===== src/rtl/mem_port_arbiter.sv =====
`default_nettype none
// ============================================================================
//  Module      : mem_port_arbiter
//  Description : Shares one single-port, fixed-latency memory between the
//                instruction-fetch port (read-only) and the data port
//                (read/write) of a multicycle CPU. Accesses are serialised,
//                the memory latency is counted, read data is registered
//                into the owning port and a one-cycle acknowledge is pulsed.
//
//  Parameters  : AW  - address width
//                DW  - data width
//                LAT - memory access latency in cycles (>= 1); m_rdata is
//                      valid in the LAT-th cycle of the access
//
//  Ports       : CLK, Reset            clock / synchronous active-high reset
//                i_req, i_addr         instruction read request (held to ack)
//                i_ack, i_rdata        instruction completion pulse / word
//                d_req, d_we, d_addr,
//                d_wdata               data request (held to ack)
//                d_ack, d_rdata        data completion pulse / load data
//                m_en, m_we, m_addr,
//                m_wdata, m_rdata      memory-side port
//                busy                  controller is not idle
//
//  Revision    : 1.0  initial release
// ============================================================================
module mem_port_arbiter #(
    parameter int AW  = 32,
    parameter int DW  = 32,
    parameter int LAT = 2
) (
    input  logic          CLK,
    input  logic          Reset,
    // instruction-fetch port
    input  logic          i_req,
    input  logic [AW-1:0] i_addr,
    output logic          i_ack,
    output logic [DW-1:0] i_rdata,
    // data port
    input  logic          d_req,
    input  logic          d_we,
    input  logic [AW-1:0] d_addr,
    input  logic [DW-1:0] d_wdata,
    output logic          d_ack,
    output logic [DW-1:0] d_rdata,
    // memory port
    output logic          m_en,
    output logic          m_we,
    output logic [AW-1:0] m_addr,
    output logic [DW-1:0] m_wdata,
    input  logic [DW-1:0] m_rdata,
    // status
    output logic          busy
);

    // Counter only needs to hold LAT-1; keep at least one bit for LAT = 1.
    localparam int              c_CW       = (LAT > 1) ? $clog2(LAT) : 1;
    localparam logic [c_CW-1:0] c_CNT_LOAD = c_CW'(LAT - 1);
    localparam logic            c_PORT_I   = 1'b0;
    localparam logic            c_PORT_D   = 1'b1;

    typedef enum logic [1:0] {
        ST_IDLE   = 2'd0,
        ST_ACCESS = 2'd1,
        ST_RESP   = 2'd2
    } state_t;

    state_t          r_state_q,  w_state_d;
    logic [c_CW-1:0] r_cnt_q,    w_cnt_d;
    // last_grant doubles as the owner of the access in flight: it is
    // updated on every grant and only read back while not idle.
    logic            r_last_q,   w_last_d;
    logic            r_we_q,     w_we_d;
    logic [AW-1:0]   r_addr_q,   w_addr_d;
    logic [DW-1:0]   r_wdata_q,  w_wdata_d;
    logic [DW-1:0]   r_irdata_q, w_irdata_d;
    logic [DW-1:0]   r_drdata_q, w_drdata_d;
    logic            w_gnt;

    // ------------------------------------------------------------------
    // Next-state / datapath logic
    // ------------------------------------------------------------------
    always_comb begin
        w_state_d  = r_state_q;
        w_cnt_d    = r_cnt_q;
        w_last_d   = r_last_q;
        w_we_d     = r_we_q;
        w_addr_d   = r_addr_q;
        w_wdata_d  = r_wdata_q;
        w_irdata_d = r_irdata_q;
        w_drdata_d = r_drdata_q;
        w_gnt      = c_PORT_I;

        case (r_state_q)
            ST_IDLE: begin
                if (i_req || d_req) begin
                    // Single requester wins outright; on a conflict the
                    // port that was not served last time wins.
                    if (i_req && d_req) begin
                        w_gnt = ~r_last_q;
                    end else begin
                        w_gnt = d_req ? c_PORT_D : c_PORT_I;
                    end
                    w_last_d  = w_gnt;
                    w_cnt_d   = c_CNT_LOAD;
                    w_state_d = ST_ACCESS;
                    if (w_gnt == c_PORT_D) begin
                        w_addr_d  = d_addr;
                        w_we_d    = d_we;
                        w_wdata_d = d_wdata;
                    end else begin
                        // Fetches never write; wdata keeps its old value.
                        w_addr_d  = i_addr;
                        w_we_d    = 1'b0;
                    end
                end
            end

            ST_ACCESS: begin
                if (r_cnt_q == '0) begin
                    // m_rdata is valid only in this final access cycle.
                    if (!r_we_q) begin
                        if (r_last_q == c_PORT_D) begin
                            w_drdata_d = m_rdata;
                        end else begin
                            w_irdata_d = m_rdata;
                        end
                    end
                    w_state_d = ST_RESP;
                end else begin
                    w_cnt_d = r_cnt_q - 1'b1;
                end
            end

            ST_RESP: begin
                w_state_d = ST_IDLE;
            end

            default: begin
                w_state_d = ST_IDLE;
            end
        endcase
    end

    // ------------------------------------------------------------------
    // State registers
    // ------------------------------------------------------------------
    always_ff @(posedge CLK) begin
        if (Reset) begin
            r_state_q  <= ST_IDLE;
            r_cnt_q    <= '0;
            r_last_q   <= c_PORT_I;
            r_we_q     <= 1'b0;
            r_addr_q   <= '0;
            r_wdata_q  <= '0;
            r_irdata_q <= '0;
            r_drdata_q <= '0;
        end else begin
            r_state_q  <= w_state_d;
            r_cnt_q    <= w_cnt_d;
            r_last_q   <= w_last_d;
            r_we_q     <= w_we_d;
            r_addr_q   <= w_addr_d;
            r_wdata_q  <= w_wdata_d;
            r_irdata_q <= w_irdata_d;
            r_drdata_q <= w_drdata_d;
        end
    end

    // ------------------------------------------------------------------
    // Outputs
    // ------------------------------------------------------------------
    assign m_en    = (r_state_q == ST_ACCESS);
    assign m_we    = (r_state_q == ST_ACCESS) && r_we_q;
    assign m_addr  = r_addr_q;
    assign m_wdata = r_wdata_q;

    assign i_ack   = (r_state_q == ST_RESP) && (r_last_q == c_PORT_I);
    assign d_ack   = (r_state_q == ST_RESP) && (r_last_q == c_PORT_D);
    assign i_rdata = r_irdata_q;
    assign d_rdata = r_drdata_q;

    assign busy    = (r_state_q != ST_IDLE);

endmodule
`default_nettype wire


===== config.mk =====
export PLATFORM = sky130hd
export DESIGN_NAME = mem_port_arbiter
export DESIGN_NICKNAME = d
export VERILOG_FILES = /design/src/rtl/mem_port_arbiter.sv
export SDC_FILE = /design/constraint.sdc
export NUM_CORES = 1
export LEC_CHECK = 0
export CORE_MARGIN = 3
export CORE_UTILIZATION = 44
export DETAILED_ROUTE_END_ITERATION = 7
export PLACE_DENSITY = 0.86
export SLEW_MARGIN = 15
export SYNTH_ARGS = -nofsm -noshare
export SYNTH_HDL_FRONTEND = slang
export SYNTH_SLANG_ARGS = --single-unit

===== constraint.sdc =====
create_clock -name CLK -period 2.2 [get_ports CLK]
set_input_delay 0.22 -clock CLK [delete_from_list [all_inputs] [get_ports CLK]]
set_output_delay 0.22 -clock CLK [all_outputs]
set_load 0.02 [all_outputs]

==> flow_summary.toml <==
[sta]
grt_setup_unrepaired = "false"
setup_violations = 0
worst_pin_slew_ps = 742
min_period_ps = 2110
min_period_over_period = 0.959
clock_skew_ps = 8.03
fmaxAchievable_mhz = 474
fin_ws_ps = 90.1
slew_headroom = 0.504
finalHoldViolCount = 0
slew_violations = 0
setup_tns_ps = 0

[grt]
overflow = 0
antenna_found_initial = 0
track_usage = 0.247
grt_max_degree = 68
grt_pass1_wl_mm = 27.8
grt_pass1_vias = 5496

[logic_synthesis]
synth-compound-area-share = 0.147
synth_top_family_by_area = "simple AND/OR/NAND/NOR gates"
ys.flop_type = "dfxtp_1"
synth_cells = 600
avgSynthCellArea_um2 = 9.23
syn_nets = 733
synthArstFlopShare = 0
synth_mux_area_frac = 0.116
ys_ff_latch = 133
yosysWarnings = 0
synth_edf_count = 0
synth_area_mm2 = 0.00554
synth.distinct_cells = 28
synth_xor_area_frac = 0
yosys.area_share.simple = 0.201
yosysSeqAreaShare = 0.481
synth_fa_ha_area_frac = 0

[cells_and_area]
area_delta_synth_final_pct = 59.1
fillerInstances = 884
nets = 973
mostFrequentLayoutCells = "clkdlybuf4s50_1 (264), dfxtp_1 (133), nand2b_1 (96), a21oi_1 (68), nand2_1 (68)"
layout.cells.non_filler = 1019
final_common_cell = "clkdlybuf4s50_1"
antennaDiodeCount = 0
stdcell_area_mm2 = 0.00881
drive_gt1_frac = 0.0564

[floorplanning]
initial_core_util = 0.456
core_mm2 = 0.0122
rows = 40
die-area_mm2 = 0.0140
pin_count = 266
die_height_um = 118
die_w_um = 118

[routing]
route.detailed.drc = 0
wl_per_cell_um = 17.1
routed_wl_mm = 17.5
ant_nets = 0
via_count = 5398
drt_iter0_markers = 336
vias_per_cell = 5.30
dr.pass1.iters = 5

[clock_tree]
clkSinkCount = 133
cts_tree = "done"
cts-root-buf = "clkbuf_16"
clock_insertion_delay_worst_skew_ps = 410
cts_buffers = 17
clkTransAtPathRegs_ps = 50
cts_buffer_depth = 2
htreeDepth = 4
cts_hold_buf = 0

[status]
status = "finished, final reports clean"

[placement]
dp_slack_ps = -2.18
gp_congestion = 0.789
place_inst = 989
place_hpwl_mm = 12.5
portBuffers = 265
post_dp_cell_area_mm2 = 0.00825

[critical_path]
worst-setup-path-type = "register to output port"
cp_data_arrival_time_ps = 1890
worstSetupEndpointType = "output port"
critPathRequiredTime_ps = 1980
crit_fanout = 4
start_kind = "register"

[power_and_ir_drop]
leakage_nw = 3.39
finalPower_mw = 6.83
irDropWorstVdd_v = 0.000601
power_density_mw_per_mm2 = 775

[min_path]
hold_path_class = "input port to register"

[job]
drv_cap = 0
[kinds of logic (layout without fill, tap and decap cells)]
logic type             after synthesis  in the layout
muxes                               64             64
buffers and inverters               58            309
AOI/OAI and AO/OA                  136            136
DFF                                133            133
and+or+nand+nor                    209            209
[cell usage after synthesis, types with 2 or more instances]
| cell type | count | area share |
|---|---|---|
| buf_6 | 7 | 0.014 |
| mux2i_1 | 64 | 0.12 |
| nor2_1 | 3 | 0.0020 |
| clkbuf_1 | 23 | 0.016 |
| nand3_1 | 33 | 0.030 |
| dfxtp_1 | 133 | 0.48 |
| nand2_1 | 68 | 0.046 |
| o21ai_0 | 34 | 0.031 |
| buf_2 | 18 | 0.016 |
| a311oi_1 | 32 | 0.051 |
| a21oi_1 | 68 | 0.061 |
| buf_1 | 2 | 0.0014 |
| buf_4 | 5 | 0.0068 |
| nand2b_1 | 96 | 0.11 |
[sequential cells by signal (all words and copies together), names as in the netlist]
| signal | flops |
|---|---|
| d_rdata | 32 |
| i_rdata | 32 |
| m_addr | 32 |
| m_wdata | 32 |
| r_cnt_q | 1 |
| r_last_q | 1 |
| r_state_q | 2 |
| r_we_q | 1 |
[path summary, 6_finish.rpt]
check	startpoint	slack, ps	end	cells past startpoint
hold reg to reg	i_rdata[10]	470	i_rdata[10]	2
setup reg to reg	r_state_q[1]	440	m_addr[21]	4
setup / recovery	r_state_q[1]	90	m_we	4
hold / removal	Reset	360	i_rdata[10]	3
[report_power, final]
| part | internal (mW) | switching (mW) | leakage (nW) |
|---|---|---|---|
| clock | 1.69 | 0.953 | 0.276 |
| sequential | 2.59 | 0.110 | 1.09 |
| combinational | 0.736 | 0.752 | 2.03 |
[critical path: stages, from the launching register on]
cell             delay, ps
dfxtp_1                350
nand2b_2               250
inv_1                  140
and2_1                 130
clkdlybuf4s50_1        620
[layer usage]
layer,up-vias,GRT usage,wire [µm]
met1,2511,0.259,6370
met3,56,0.0952,1690
li1,2555,-,-
met5,-,0,0
met4,0,0.138,785
met2,276,0.423,8620
[what timing repair did]
action,4_1_cts,5_1_grt
resized for setup,0,1
setup endpoints to repair,0,1
setup buffers,0,0
[area by class of cell]
class	instances	area, µm²	area share
repair buffers	277	2790	0.317
multi-input cells	409	2580	0.293
well taps	168	210	0.0239
clock buffers	26	509	0.0578
inverters	2	7.51	0.000852
clock inverters	4	45.0	0.00511
flip-flops and latches	133	2660	0.302
[per-stage QoR]
step	utilization	hold slack, ps
after floorplan	-	368
after global placement	0.678	457
after detailed placement	0.678	467
after CTS	0.724	347
after global routing	0.725	368
final	0.725	362
Power figures use the tool's default switching activity.
